<file path="config.mk">
export PLATFORM = sky130hd
export DESIGN_NAME = i2s_rx
export DESIGN_NICKNAME = d
export VERILOG_FILES = /design/src/rtl/i2s_rx.sv
export SDC_FILE = /design/constraint.sdc
export NUM_CORES = 1
export LEC_CHECK = 0
export ABC_AREA = 1
export BUFFER_PORTS_ARGS = -buffer_cell sky130_fd_sc_hd__buf_4
export CORE_ASPECT_RATIO = 1.5
export CORE_MARGIN = 4
export CORE_UTILIZATION = 55
export DETAILED_ROUTE_END_ITERATION = 10
export PLACE_DENSITY = 0.8
export SYNTH_ARGS = -nofsm -noshare
export SYNTH_HDL_FRONTEND = slang
export SYNTH_SLANG_ARGS = --single-unit
</file>
<file path="constraint.sdc">
create_clock -name clk -period 2.77 [get_ports clk]
set_clock_uncertainty 0.2 [all_clocks]
set_input_delay 0.4155 -clock clk [delete_from_list [all_inputs] [get_ports clk]]
set_output_delay 0.4155 -clock clk [all_outputs]
set_load 0.05 [all_outputs]
</file>
<file path="src/rtl/i2s_rx.sv">
// Standard-I2S slave receiver: oversamples BCLK/LRCK/SDATA in the clk domain and
// emits one packed {left,right} word per frame with a single-cycle valid strobe.
module i2s_rx #(
    parameter int CH_WIDTH    = 16,
    parameter int SYNC_STAGES = 2
) (
    input  logic                  clk,
    input  logic                  reset_n,
    input  logic                  enable,
    input  logic                  bclk,
    input  logic                  lrck,
    input  logic                  sdata,
    output logic [2*CH_WIDTH-1:0] audio_out,
    output logic                  valid_out,
    output logic                  frame_err
);

    localparam int DATA_WIDTH = 2 * CH_WIDTH;
    localparam int CW = $clog2(CH_WIDTH + 1);
    localparam logic [CW-1:0] FULL = CW'(CH_WIDTH);

    typedef enum logic [1:0] {IDLE, LEFT, RIGHT} state_t;

    state_t state, state_nxt;

    logic [SYNC_STAGES-1:0] bclk_sync, lrck_sync, sdata_sync;
    logic                   bclk_d;
    logic                   lr_prev;
    logic [CH_WIDTH-1:0]    shreg, shreg_nxt, left_hold;
    logic [CW-1:0]          bit_cnt, cnt_nxt;

    logic bclk_rise, lr, sd, lr_chg, cap, full;
    logic err, emit, latch_left;

    always_ff @(posedge clk or negedge reset_n) begin
        if (!reset_n) begin
            bclk_sync  <= '0;
            lrck_sync  <= '0;
            sdata_sync <= '0;
            bclk_d     <= 1'b0;
        end else begin
            bclk_sync  <= {bclk_sync[SYNC_STAGES-2:0], bclk};
            lrck_sync  <= {lrck_sync[SYNC_STAGES-2:0], lrck};
            sdata_sync <= {sdata_sync[SYNC_STAGES-2:0], sdata};
            bclk_d     <= bclk_sync[SYNC_STAGES-1];
        end
    end

    assign bclk_rise = bclk_sync[SYNC_STAGES-1] & ~bclk_d;
    assign lr        = lrck_sync[SYNC_STAGES-1];
    assign sd        = sdata_sync[SYNC_STAGES-1];
    assign lr_chg    = (lr != lr_prev);

    // Bits past CH_WIDTH in a slot are dropped; the counter saturates.
    assign cap       = bclk_rise && (state != IDLE) && (bit_cnt < FULL);
    assign shreg_nxt = cap ? {shreg[CH_WIDTH-2:0], sd} : shreg;
    assign cnt_nxt   = cap ? bit_cnt + CW'(1) : bit_cnt;
    assign full      = (cnt_nxt == FULL);

    always_ff @(posedge clk or negedge reset_n) begin
        if (!reset_n) state <= IDLE;
        else          state <= state_nxt;
    end

    always_comb begin
        state_nxt  = state;
        err        = 1'b0;
        emit       = 1'b0;
        latch_left = 1'b0;
        if (!enable) begin
            state_nxt = IDLE;
        end else if (bclk_rise) begin
            case (state)
                IDLE: if (lr_chg && !lr) state_nxt = LEFT;
                LEFT: begin
                    if (lr_chg && lr) begin
                        if (full) begin
                            latch_left = 1'b1;
                            state_nxt  = RIGHT;
                        end else begin
                            err       = 1'b1;
                            state_nxt = IDLE;
                        end
                    end
                end
                RIGHT: begin
                    // The capture that fills the right word emits the frame, so
                    // this fires exactly once per right slot.
                    emit = cap && full;
                    if (lr_chg && !lr) begin
                        if (full) begin
                            state_nxt = LEFT;
                        end else begin
                            err       = 1'b1;
                            state_nxt = IDLE;
                        end
                    end
                end
                default: state_nxt = IDLE;
            endcase
        end
    end

    always_ff @(posedge clk or negedge reset_n) begin
        if (!reset_n) begin
            lr_prev   <= 1'b0;
            shreg     <= '0;
            bit_cnt   <= '0;
            left_hold <= '0;
            audio_out <= '0;
            valid_out <= 1'b0;
            frame_err <= 1'b0;
        end else begin
            valid_out <= emit;
            frame_err <= err;
            if (bclk_rise) begin
                lr_prev <= lr;
                shreg   <= shreg_nxt;
                bit_cnt <= lr_chg ? '0 : cnt_nxt;
            end
            if (latch_left) left_hold <= shreg_nxt;
            if (emit)       audio_out <= DATA_WIDTH'({left_hold, shreg_nxt});
        end
    end

endmodule
</file>
==> reports/summary.txt, run 1 <==
ys async rst share: 100%
routed vias/inst: 5.56
Routed WL per cell: 15.7 µm
Yosys cell types: 26
Slew HR: 48.9%
fillers: 536
worst slew pin tran: 0.766 ns
Core ar.: 6440 µm²
overall power: 2.03 mW
worst skew pair latency: 0.35 ns
hold depth: 0
Placed Cells: 490
highest cell delay on the worst timing path: 0.40 ns
crit-path most repeated cell: nand2_1
setup TNS: 0 ns
most used flip-flop cell after synthesis: dfrtp_1
Starting Density: 56.3%
CP cell instances: inv_1 > ha_1 > inv_2 > nand3_2 > o21ai_0 > nand3_1 > nor2_4 > nand4_4 > nand2_1 > nand2_1
Design Area, Final: 4160 µm²
fin crit share: 91.1%
crit path launch type: flop
HPWL after DPL: 5250 µm
R2R Path Start: state[0]
crit path max fanout: 16
Final nets: 445
fraction of layout cells with a size suffix above 1: 18.2%
sequential share of the synthesized area: 55.9%
critical path type: flop to flop
Syn. warnings: 0
CTS tree: done
unrepaired setup endpoints after global routing: no
crit end category: flop
maximum clock rate: 396 MHz
TritonCTS Buffers: 9
gr usage total: 21.9%
initial antenna violation count: 0
die extent in y: 107 µm
vias post-DR: 2842
Die Area: 7990 µm²
Reg clk slew, reported paths: 0.08 ns
I/O Pins: 40
syn_area_per_cell: 9.28 µm²
path depth of the worst reg2reg path: 10
Setup crit start: state[0]
Rows: 36
status: completed
Worst VDD drop: 381 µV
TritonCTS Sinks: 81
largest net degree at the start of global routing: 51
HP Class: flop to flop
setup violators final: 0
grt total ovfl: 0
clock root cell: clkbuf_8
CP arrival: 2.56 ns
Final ANT Viol Nets: 0
post-layout util: 64.6%
slowest CP cell: dfrtp_1
PD cells: 489 nW/µm²
Placed Area: 3920 µm²
hold path start: lrck_sync[0]
fin cells: 511
Yosys reg bits: 81
Post-route DRC: 0
Iter 0 DRT Violations: 286
Layout area overhead: 14.7%
first-pass GRT wire length: 13300 µm
gpl congestion: 0.807
Synth Cell Area: 3630 µm²
I/O Buffers: 39
cell leakage power: 2.30 nW
max-slew violation count: 0
clk buf depth: 2
Max-Cap Viols: 0
Post-synth EDFFs: 0
Final Hold Viols: 0
post-synthesis cell count: 391
CP required: 2.81 ns
number of global-route vias before repair: 2861
Mapped Nets: 404
ant diodes: 0
drt pass-1 iters: 4
H-tree Lvls: 3
min Tclk post-route: 2.52 ns
WL final: 8000 µm
DIE WIDTH: 74.3 µm
per-layer routing:
metal / up-vias / GRT usage, % / wire length [µm]
li1: 1372 / - / -
met1: 1371 / 27.3 / 3270
met2: 79 / 35.8 / 4170
met3: 20 / 4.95 / 355
met4: 0 / 9.54 / 210
met5: - / 0 / 0
per-stage QoR:
| stage | setup slack, ns | hold slack, ns |
|---|---|---|
| 6_report | 0.245 | 0.144 |
| 4_1_cts | 0.165 | 0.145 |
| 5_1_grt | 0.0283 | 0.159 |
| 3_3_place_gp | 0.306 | 0.132 |
| 3_5_place_dp | 0.189 | 0.135 |
| 2_1_floorplan | 0.685 | -0.0801 |
sequential cells by signal, indices dropped and copies added, names as in the netlist:
signal      cells
sdata_sync      2
state           2
left_hold      16
shreg          16
bclk_sync       2
frame_err       1
valid_out       1
lr_prev         1
lrck_sync       2
audio_out      32
bclk_d          1
bit_cnt         5
kinds of logic (layout without fill, tap and decap cells):
logic type | count (synthesis) | count (layout) | synth area share (%)
AND/OR/NAND/NOR | 242 | 243 | 31.9
AO/OA/AOI/OAI | 15 | 15 | 2.52
XOR/XNOR | 1 | 1 | 0.241
flip-flops | 81 | 81 | 55.9
adder cells (fa/ha/maj) | 7 | 7 | 2.41
buffers and inverters | 45 | 88 | 7.07
cells in the mapped netlist, drive strengths merged, types with 2 or more instances:
cell type | count | area share [%]
clkbuf | 8 | 0.83
dfrtp | 81 | 56
nor2 | 10 | 2.2
a21oi | 2 | 0.28
o21ai | 9 | 1.4
nand4 | 52 | 9.8
nand3 | 10 | 2.0
ha | 7 | 2.4
inv | 22 | 2.3
nand2 | 168 | 17
o22ai | 2 | 0.34
buf | 15 | 4.0
what timing repair did:
action | CTS | global route
gates resized for setup | 0 | 2
hold buffers | 4 | 0
setup endpoints to repair | 0 | 32
hold endpoints to repair | 52 | 0
setup buffers | 0 | 2
cells in the final DEF, fill, tap and decap left out, drive strengths merged:
master       instances
nand3b               1
dfrtp               81
ha                   7
o21ai                9
o22ai                2
clkinv               3
inv                 22
nand2              168
o211ai               1
a21oi                2
dlygate4sd3          4
nand4               53
clkbuf              11
nor2                10
xor2                 1
buf                 48
o2111ai              1
nand3               10
nor3                 1
final timing paths:
kind | to | slack (ns)
hold reg to reg | lrck_sync[1] | 0.14
max in group asynchronous | shreg[0] | 1.33
hold / removal | lrck_sync[1] | 0.14
setup reg to reg | audio_out[12] | 0.25
setup / recovery | audio_out[12] | 0.25
min in group asynchronous | valid_out | 0.44
report_power, final:
part           total [mW]  internal (mW)  switching (mW)
Clock               0.737          0.339           0.398
Sequential           1.21           1.20          0.0100
Combinational      0.0907         0.0272          0.0634
final cells by class:
type,instances,area [µm²],area share [%]
clock buffers,11,141,3.40
clock inverters,3,18.8,0.451
inverters,22,82.6,1.98
multi-input cells,266,1370,33.0
flip-flops and latches,81,2030,48.7
well taps,76,95.1,2.29
repair buffers,52,425,10.2
critical path: cells and delay by family, from the launching register on:
family | cells | cell delay, ns
AOI/OAI and AO/OA | 1 | 0.32
buffers and inverters | 2 | 0.20
and+or+nand+nor | 6 | 1.05
DFF | 1 | 0.40
adders and majority gates | 1 | 0.23
(Power assumes the default switching activity.)
==> run 2, diff against run 1 <==
--- a/config.mk
+++ b/config.mk
@@ -8,7 +8,6 @@
 export ABC_AREA = 1
 export BUFFER_PORTS_ARGS = -buffer_cell sky130_fd_sc_hd__buf_4
 export CORE_ASPECT_RATIO = 1.5
-export CORE_MARGIN = 4
 export CORE_UTILIZATION = 55
 export DETAILED_ROUTE_END_ITERATION = 10
 export PLACE_DENSITY = 0.8
==> reports/summary.txt, run 2 (synthesis results as in run 1) <==
Starting Density: 57.9%
crit path launch type: flop
CP required: 2.81 ns
ant diodes: 0
crit path max fanout: 33
Routed WL per cell: 14.4 µm
vias post-DR: 2825
crit end category: flop
critical path type: flop to flop
max reg flops: 32
status: completed
Rows: 35
DIE WIDTH: 68.3 µm
most frequent cells in the layout: 168 x nand2_1, 81 x dfrtp_1, 50 x nand4_1
TritonCTS Buffers: 9
CP top delay family: simple AND/OR/NAND/NOR gates
crit-path most repeated cell: nand2_1
routed wl met3: 355 µm
overall power: 2.27 mW
cell leakage power: 2.32 nW
gr usage total: 24.1%
Sw Share: 23.2%
TritonCTS Sinks: 81
met2 WL: 3820 µm
maximum clock rate: 398 MHz
unrepaired setup endpoints after global routing: no
Power Internal: 1.74 mW
Slew HR: 67.9%
Final Hold Viols: 0
Reg clk slew, reported paths: 0.08 ns
HP Class: flop to flop
Post-route DRC: 0
I/O Buffers: 39
Flop pwr share: 53.2%
setup TNS: 0 ns
combinational power share: 4.0%
initial antenna violation count: 0
worst slew pin tran: 0.481 ns
post-layout util: 66.9%
WL final: 7340 µm
Post-CTS Setup Inserts: 0
clock network power share: 42.8%
Largest regs: audio_out: 32 flops, left_hold: 16 flops, shreg: 16 flops
clk buf depth: 2
NetSw: 526 µW
CP cell instances: inv_1 > ha_1 > inv_2 > nand3_2 > o21ai_0 > nand3_1 > nor2_4 > nand4_4 > nand2_1 > nand2_1
worst skew pair latency: 0.36 ns
Post-Route M1 WL: 2970 µm
CP bufs+invs: 2
Layout area overhead: 15.4%
most common cell after layout, fill and taps aside: nand2_1
min Tclk post-route: 2.51 ns
DR top layer: met4
Final nets: 442
Max-Cap Viols: 0
slowest CP cell: dfrtp_1
max-slew violation count: 0
I/O Pins: 40
Core ar.: 6260 µm²
PD cells: 541 nW/µm²
die extent in y: 101 µm
fin crit share: 90.7%
H-tree Lvls: 3
clock root cell: clkbuf_8
drt pass-1 iters: 4
register with the most flip-flops: audio_out
largest net degree at the start of global routing: 51
CP arrival: 2.56 ns
number of global-route vias before repair: 2634
Iter 0 DRT Violations: 219
fraction of layout cells with a size suffix above 1: 18.2%
grt total ovfl: 0
gpl congestion: 0.861
routed vias/inst: 5.56
CTS tree: done
HPWL after DPL: 4800 µm
Worst VDD drop: 355 µV
first-pass GRT wire length: 12100 µm
Die Area: 6930 µm²
setup violators final: 0
Final ANT Viol Nets: 0
highest cell delay on the worst timing path: 0.40 ns
[run 2: cell types whose count changed in the layout (fill, tap and decap cells not counted)]
| cell | delta |
|---|---|
| buf_4 | -2 |
| bufinv_16 | +2 |
| clkbuf_1 | -1 |
| clkbuf_8 | -1 |
| clkinv_2 | -1 |
| clkinvlp_4 | +1 |
| inv_6 | +1 |
| inv_8 | +1 |
| nand4_4 | -1 |
[run 2: power groups by stage]
stage,combinational (mW),sequential [mW],clock [mW]
3_5_place_dp,0.0861,1.23,0
5_1_grt,0.103,1.21,1.03
2_1_floorplan,0.0425,1.23,0
6_report,0.0906,1.21,0.969
4_1_cts,0.0913,1.21,0.981
3_3_place_gp,0.0842,1.23,0
[run 2: what timing repair did]
action	in CTS	in global routing
resized for setup	0	1
endpoints found under the hold margin	37	0
hold buffers	4	0
setup endpoints to repair	0	16
[run 2: metrics by stage]
stage | instances | hold slack [ns] | cell area (µm²) | worst slack, ns
final | 508 | 0.155 | 4190 | 0.257
after global routing | 508 | 0.163 | 4190 | 0.00820
after CTS | 508 | 0.152 | 4180 | 0.213
after detailed placement | 488 | 0.140 | 3920 | 0.244
after global placement | 488 | 0.132 | 3920 | 0.337
after floorplan | 391 | -0.0801 | 3630 | 0.685
[run 2: final timing paths]
check                                  start  depth (start not counted)             to  slack (ns)
worst max-delay path                state[0]                         10  audio_out[10]        0.26
worst min-delay path            lrck_sync[0]                          0   lrck_sync[1]        0.16
worst max register to register      state[0]                         10  audio_out[10]        0.26
worst min register to register  lrck_sync[0]                          0   lrck_sync[1]        0.16
max in group asynchronous            reset_n                          3   left_hold[9]        1.44
min in group asynchronous            reset_n                          2         bclk_d        0.35
[run 2: final cells by class]
class	count	area (µm²)
Fill cell	494	2070
Sequential cell	81	2030
Multi-Input combinational cell	265	1350
Timing Repair Buffer	50	410
Clock buffer	9	124
Clock inverter	7	101
Tap cell	74	92.6
Inverter	22	82.6
[run 2: worst reg2reg max path: cells and delay by family (launching register included)]
family	cells	cell delay (ns)
AND/OR/NAND/NOR	6	1.12
flip-flops	1	0.40
AO/OA/AOI/OAI	1	0.26
adder cells (fa/ha/maj)	1	0.23
buffers and inverters	2	0.21
[run 2: routing by layer]
layer  track usage [%]  vias up
li1                  -     1369
met1              29.1     1360
met2              39.0       80
met3              6.31       16
met4              11.9        0
met5                 0        -
